--- src/rtl/mfb_frame_gen.sv ---
// -----------------------------------------------------------------------------
// mfb_frame_gen
//   Single-region MFB frame generator. An accepted START captures a frame
//   length (clamped to [FRAME_SIZE_MIN, FRAME_SIZE_MAX]), a frame count and an
//   inter-frame gap. The block then emits FRAME_COUNT frames. Each frame starts
//   at block 0 of a fresh word, and item k carries the value k mod 2^ITEM_WIDTH.
//
// Ports
//   CLK, RESET_N        clock, asynchronous active-low reset (release is
//                       synchronised before START can be accepted)
//   START               one-cycle burst request, honoured only in IDLE
//   FRAME_LEN[15:0]     frame length in items, sampled on accepted START
//   FRAME_COUNT         frames per burst, sampled on accepted START
//   GAP[3:0]            idle cycles between frames, sampled on accepted START
//   BUSY, DONE          burst in progress / one-cycle end-of-burst pulse
//   SENT_FRAMES         frames completed in the current or last burst
//   TX_*                MFB transmit interface
//   DBG_STATE           current FSM state (0 IDLE, 1 SEND, 2 GAP)
//
// Handshake: a word transfers on a rising edge where TX_SRC_RDY=1 and
// TX_DST_RDY=1. TX outputs are decoded from registers that move only on a
// transfer, so they stay stable while the sink stalls. TX_DST_RDY is ignored
// whenever TX_SRC_RDY=0.
// -----------------------------------------------------------------------------
module mfb_frame_gen #(
    parameter int REGIONS        = 1,
    parameter int REGION_SIZE    = 8,
    parameter int BLOCK_SIZE     = 8,
    parameter int ITEM_WIDTH     = 8,
    parameter int CNT_WIDTH      = 32,
    parameter int FRAME_SIZE_MIN = 60,
    parameter int FRAME_SIZE_MAX = 512,
    localparam int WORD_ITEMS    = REGION_SIZE * BLOCK_SIZE,
    localparam int DATA_W        = REGIONS * WORD_ITEMS * ITEM_WIDTH,
    localparam int SOF_W         = (REGION_SIZE > 1) ? $clog2(REGION_SIZE) : 1,
    localparam int EOF_W         = (WORD_ITEMS > 1) ? $clog2(WORD_ITEMS) : 1
) (
    input  logic                 CLK,
    input  logic                 RESET_N,
    input  logic                 START,
    input  logic [15:0]          FRAME_LEN,
    input  logic [CNT_WIDTH-1:0] FRAME_COUNT,
    input  logic [3:0]           GAP,
    output logic                 BUSY,
    output logic                 DONE,
    output logic [CNT_WIDTH-1:0] SENT_FRAMES,
    output logic [DATA_W-1:0]    TX_DATA,
    output logic [SOF_W-1:0]     TX_SOF_POS,
    output logic [EOF_W-1:0]     TX_EOF_POS,
    output logic                 TX_SOF,
    output logic                 TX_EOF,
    output logic                 TX_SRC_RDY,
    input  logic                 TX_DST_RDY,
    output logic [1:0]           DBG_STATE
);

    typedef enum logic [1:0] {
        ST_IDLE = 2'd0,
        ST_SEND = 2'd1,
        ST_GAP  = 2'd2
    } state_t;

    state_t               r_state;
    state_t               w_next_state;
    logic [1:0]           r_sync;
    logic [15:0]          r_len;
    logic [CNT_WIDTH-1:0] r_count;
    logic [CNT_WIDTH-1:0] r_sent;
    logic [3:0]           r_gap;
    logic [3:0]           r_gap_cnt;
    logic [15:0]          r_base;      // item offset of the current word within the frame
    logic                 r_done;

    logic                 w_start_ok;
    logic [15:0]          w_len_clamped;
    logic                 w_xfer;
    logic                 w_last_word;
    logic [CNT_WIDTH-1:0] w_sent_inc;
    logic                 w_burst_end;
    logic [15:0]          w_item_idx;

    // START is held off until the reset release has passed through r_sync.
    assign w_start_ok    = START && r_sync[1] && (r_state == ST_IDLE);
    assign w_len_clamped = (FRAME_LEN < 16'(FRAME_SIZE_MIN)) ? 16'(FRAME_SIZE_MIN) :
                           (FRAME_LEN > 16'(FRAME_SIZE_MAX)) ? 16'(FRAME_SIZE_MAX) :
                           FRAME_LEN;
    assign w_xfer        = (r_state == ST_SEND) && TX_DST_RDY;
    assign w_last_word   = ({1'b0, r_base} + 17'(WORD_ITEMS)) >= {1'b0, r_len};
    assign w_sent_inc    = r_sent + 1'b1;
    assign w_burst_end   = (w_sent_inc == r_count);

    // State register
    always_ff @(posedge CLK or negedge RESET_N) begin
        if (!RESET_N) r_state <= ST_IDLE;
        else          r_state <= w_next_state;
    end

    // Next state and TX/status outputs
    always_comb begin
        w_next_state = r_state;
        TX_SRC_RDY   = 1'b0;
        TX_SOF       = 1'b0;
        TX_EOF       = 1'b0;
        TX_SOF_POS   = '0;
        TX_EOF_POS   = '0;
        BUSY         = 1'b0;
        case (r_state)
            ST_IDLE: begin
                if (w_start_ok && (FRAME_COUNT != '0)) w_next_state = ST_SEND;
            end
            ST_SEND: begin
                BUSY       = 1'b1;
                TX_SRC_RDY = 1'b1;
                TX_SOF     = (r_base == 16'd0);
                TX_EOF     = w_last_word;
                if (w_last_word) TX_EOF_POS = EOF_W'(r_len - 16'd1);
                if (w_xfer && w_last_word) begin
                    if (w_burst_end)        w_next_state = ST_IDLE;
                    else if (r_gap != 4'd0) w_next_state = ST_GAP;
                end
            end
            ST_GAP: begin
                BUSY = 1'b1;
                if (r_gap_cnt == 4'd0) w_next_state = ST_SEND;
            end
            default: w_next_state = ST_IDLE;
        endcase
    end

    // Item k of the frame sits at lane k mod WORD_ITEMS; lanes past EOF are zero.
    always_comb begin
        TX_DATA    = '0;
        w_item_idx = '0;
        for (int i = 0; i < WORD_ITEMS; i++) begin
            w_item_idx = r_base + 16'(i);
            if ((r_state == ST_SEND) && (w_item_idx < r_len))
                TX_DATA[i*ITEM_WIDTH +: ITEM_WIDTH] = ITEM_WIDTH'(w_item_idx);
        end
    end

    // Datapath registers
    always_ff @(posedge CLK or negedge RESET_N) begin
        if (!RESET_N) begin
            r_sync    <= 2'b00;
            r_len     <= '0;
            r_count   <= '0;
            r_sent    <= '0;
            r_gap     <= '0;
            r_gap_cnt <= '0;
            r_base    <= '0;
            r_done    <= 1'b0;
        end else begin
            r_sync <= {r_sync[0], 1'b1};
            r_done <= 1'b0;
            if (w_start_ok) begin
                r_len   <= w_len_clamped;
                r_count <= FRAME_COUNT;
                r_gap   <= GAP;
                r_sent  <= '0;
                r_base  <= '0;
                if (FRAME_COUNT == '0) r_done <= 1'b1;
            end
            if (w_xfer) begin
                if (w_last_word) begin
                    r_base    <= '0;
                    r_sent    <= w_sent_inc;
                    // Gap counter counts down to zero, giving exactly r_gap GAP cycles.
                    r_gap_cnt <= r_gap - 4'd1;
                    if (w_burst_end) r_done <= 1'b1;
                end else begin
                    r_base <= r_base + 16'(WORD_ITEMS);
                end
            end
            if ((r_state == ST_GAP) && (r_gap_cnt != 4'd0))
                r_gap_cnt <= r_gap_cnt - 4'd1;
        end
    end

    assign DONE        = r_done;
    assign SENT_FRAMES = r_sent;
    assign DBG_STATE   = r_state;

endmodule

--- config.mk ---
export PLATFORM = sky130hd
export DESIGN_NAME = mfb_frame_gen
export DESIGN_NICKNAME = d
export VERILOG_FILES = /design/src/rtl/mfb_frame_gen.sv
export SDC_FILE = /design/constraint.sdc
export NUM_CORES = 1
export LEC_CHECK = 0
export ABC_AREA = 0
export ABC_CLOCK_PERIOD_IN_PS = 3300
export CAP_MARGIN = 10
export CORE_AREA = 3 3 236 238
export CTS_CLUSTER_SIZE = 28
export DETAILED_ROUTE_END_ITERATION = 10
export DIE_AREA = 0 0 239 241
export PLACE_DENSITY = 0.48
export SKIP_CTS_REPAIR_TIMING = 1
export SYNTH_ARGS = -nofsm -noshare
export SYNTH_HDL_FRONTEND = slang
export SYNTH_SLANG_ARGS = --single-unit
--- constraint.sdc ---
create_clock -name CLK -period 3.3 [get_ports CLK]
set_clock_uncertainty 0.1 [all_clocks]
set_input_delay 0.66 -clock CLK [delete_from_list [all_inputs] [get_ports CLK]]
set_output_delay 0.66 -clock CLK [all_outputs]
set_load 0.01 [all_outputs]
==> impl_metrics.ini <==
[run_status]
status = finished with violations
violations = setup timing

[logic_synthesis]
ys_warn_count = 0
synth_cell_types = 65
synth.area.mux_share_pct = 0.542
synth_top_family_by_area = simple AND/OR/NAND/NOR gates
synth_area_sq_um = 11300
yosys.area_share.simple_pct = 25.3
ys_seq_area_share_pct = 22.8
synthCells = 1538
yosysTopAreaCell = dfrtp_1
synth.avg_cell_area_sq_um = 7.36
synthArstFlopShare_pct = 100
synth_top_cell_area_share_pct = 22.8
synth_xor_area_share_pct = 4.26
synth_compound_area_share_pct = 18.8
synth-adder-area-share_pct = 6.19
synthTopCellsByArea = dfrtp_1 (23%), buf_4 (18%), and2_1 (7.2%)
synth_seq_cells = 103
synth_edf_count = 0
synth_ff_type = dfrtp_1

[worst_setup_path]
r2r_cells = 11
crit_path_end_kind = primary output
crit_fanout = 2
critPathRequiredTime_ps = 2540
path_class = register to primary output
crit_path_start_kind = register
cp.arrival_ps = 2930

[final_layout]
syn_to_final_growth_pct = 82.2
drive_gt1_share_pct = 45.5
ff_latch_area_sq_um = 2590
fin_nets = 2346
layout_common_cells = buf_4 (296), buf_6 (215), conb_1 (196), nand2_1 (186), dfrtp_1 (96)
final_util_pct = 38.3
multi_input_area_sq_um = 8930
nFillCells = 5491
final_common_cell = buf_4

[clock_tree]
clk_pin_slew_ps = 80
clk_latency_ps = 370
cts_htree_levels = 3
cts-root-buf = clkbuf_16
cts_tree = yes
cts_made_buffers = 9
clock_sinks = 103
clk_path_buf_depth = 2

[sta]
fin_tns_setup_ps = -35830
whs_ps = 47.5
setup_viol = 245
period_needed_ps = 3690
max_freq_ghz = 0.271
relSlewSlack_pct = 35.3
setup_slack_ps = -390
slew_violations = 0
finalHoldViolations = 0
fin_crit_sh_pct = 112
tightest_slew_ps = 960
grt_setup_unrepaired = yes

[detailed_routing]
ant_nets = 0
wl_per_cell_microns = 19.0
drcViolationCount = 0
drtPass1Iterations = 5
routed_wl_microns = 55800
vias = 12900
viasPerCell = 4.40
initialDrtViolationCount = 673

[placed_design]
gp_congestion = 0.877
dp_slack_ps = -565
place.port_buffers = 420
hpwl_microns = 42000

[min_path]
worstHoldPathType = input pin to asynchronous set/reset pin

[power_and_ir_drop]
p_per_area_nw_per_um2 = 978
vdd_ir_drop_max_v = 0.000503
leakagePower_uw = 0.0105
power_uw = 20200

[die]
start_util_pct = 21.0
die_x_microns = 239
rows = 85
die_h_microns = 241
die-area_sq_um = 57600
core-area_sq_um = 53800
boundaryPins = 616

[grt]
antenna_found_initial = 1
overflow = 0
grt_pass1_vias = 11100
grt_pass1_wl_microns = 71000
grt_use_total_pct = 16.1
grt_max_degree = 60

[run]
max_cap_violations = 0
[per-stage QoR]
step,cells,area (sq um)
3_3_place_gp,2782,17200
6_report,2936,20600
4_1_cts,2798,17500
3_5_place_dp,2782,17200
5_1_grt,2935,20600
2_1_floorplan,1732,12200
[power by group]
part	internal (uW)	switching (uW)
Combinational	8430	8670
Sequential	1570	302
Clock	677	537
Total	10700	9510
[worst paths after layout]
path                                 startpoint  slack [ps]        endpoint
worst max-delay path                   r_len[0]        -390      TX_DATA[7]
min in group CLK                      r_sync[0]         250       r_sync[1]
worst min-delay path                    RESET_N          50  SENT_FRAMES[9]
worst max register to register  SENT_FRAMES[13]          10    DBG_STATE[0]
max in group asynchronous               RESET_N        2330     r_count[23]
worst min register to register        r_sync[0]         250       r_sync[1]
[cells by family (layout without fill, tap and decap cells)]
group,after synthesis,after routing
AO/OA/AOI/OAI,359,361
XOR/XNOR,55,55
adder cells (fa/ha/maj),56,56
buffers and inverters,392,897
flip-flops,103,103
multiplexers,6,6
other,2,197
AND/OR/NAND/NOR,565,565
[sequential cells by signal, summed over array words and instances (netlist names)]
| signal | count |
|---|---|
| r_gap | 4 |
| r_count | 32 |
| r_len | 16 |
| DONE | 1 |
| r_sync | 2 |
| r_base | 10 |
| DBG_STATE | 2 |
| SENT_FRAMES | 32 |
| r_gap_cnt | 4 |
[layer usage]
| metal | GRT usage [%] | up-vias | wire [microns] |
|---|---|---|---|
| met5 | 0 | - | 13 |
| met4 | 2.40 | 2 | 708 |
| met3 | 2.16 | 33 | 3240 |
| met2 | 27.0 | 469 | 27200 |
| met1 | 22.4 | 6231 | 24600 |
| li1 | - | 6185 | - |
[synthesized netlist by cell type (all sizes together), types with 6 or more instances]
cell / instances
nor2b: 7
and2: 131
or2: 6
inv: 32
or3: 6
nand2b: 8
nor2: 82
nor4: 23
clkbuf: 81
nor3: 18
nand3: 40
ha: 56
dfrtp: 103
a21o: 16
buf: 279
nand4: 25
xnor2: 38
o21ai: 97
and3: 10
o21a: 17
o41ai: 11
o31ai: 17
nand2: 194
a21oi: 153
xor2: 17
a22o: 6
[worst max-delay path, stage by stage, from the launching register on]
cell	delay, ps
dfrtp_1	390
inv_2	90
ha_4	140
or3b_4	400
nor4_4	270
o21a_1	160
o21a_1	110
o21ai_1	70
nand2b_1	80
a21oi_1	60
o311a_1	360
buf_4	150
and2_1	160
buf_6	130
[cell type report]
class	count	area share, %
Multi-Input combinational cell	1239	43.3
Sequential cell	103	12.5
Inverter	32	0.601
Clock buffer	11	1.13
Antenna cell	1	0.0121
Timing Repair Buffer	849	37.8
Clock inverter	5	0.431
Tap cell	696	4.22
(Power assumes the default switching activity.)
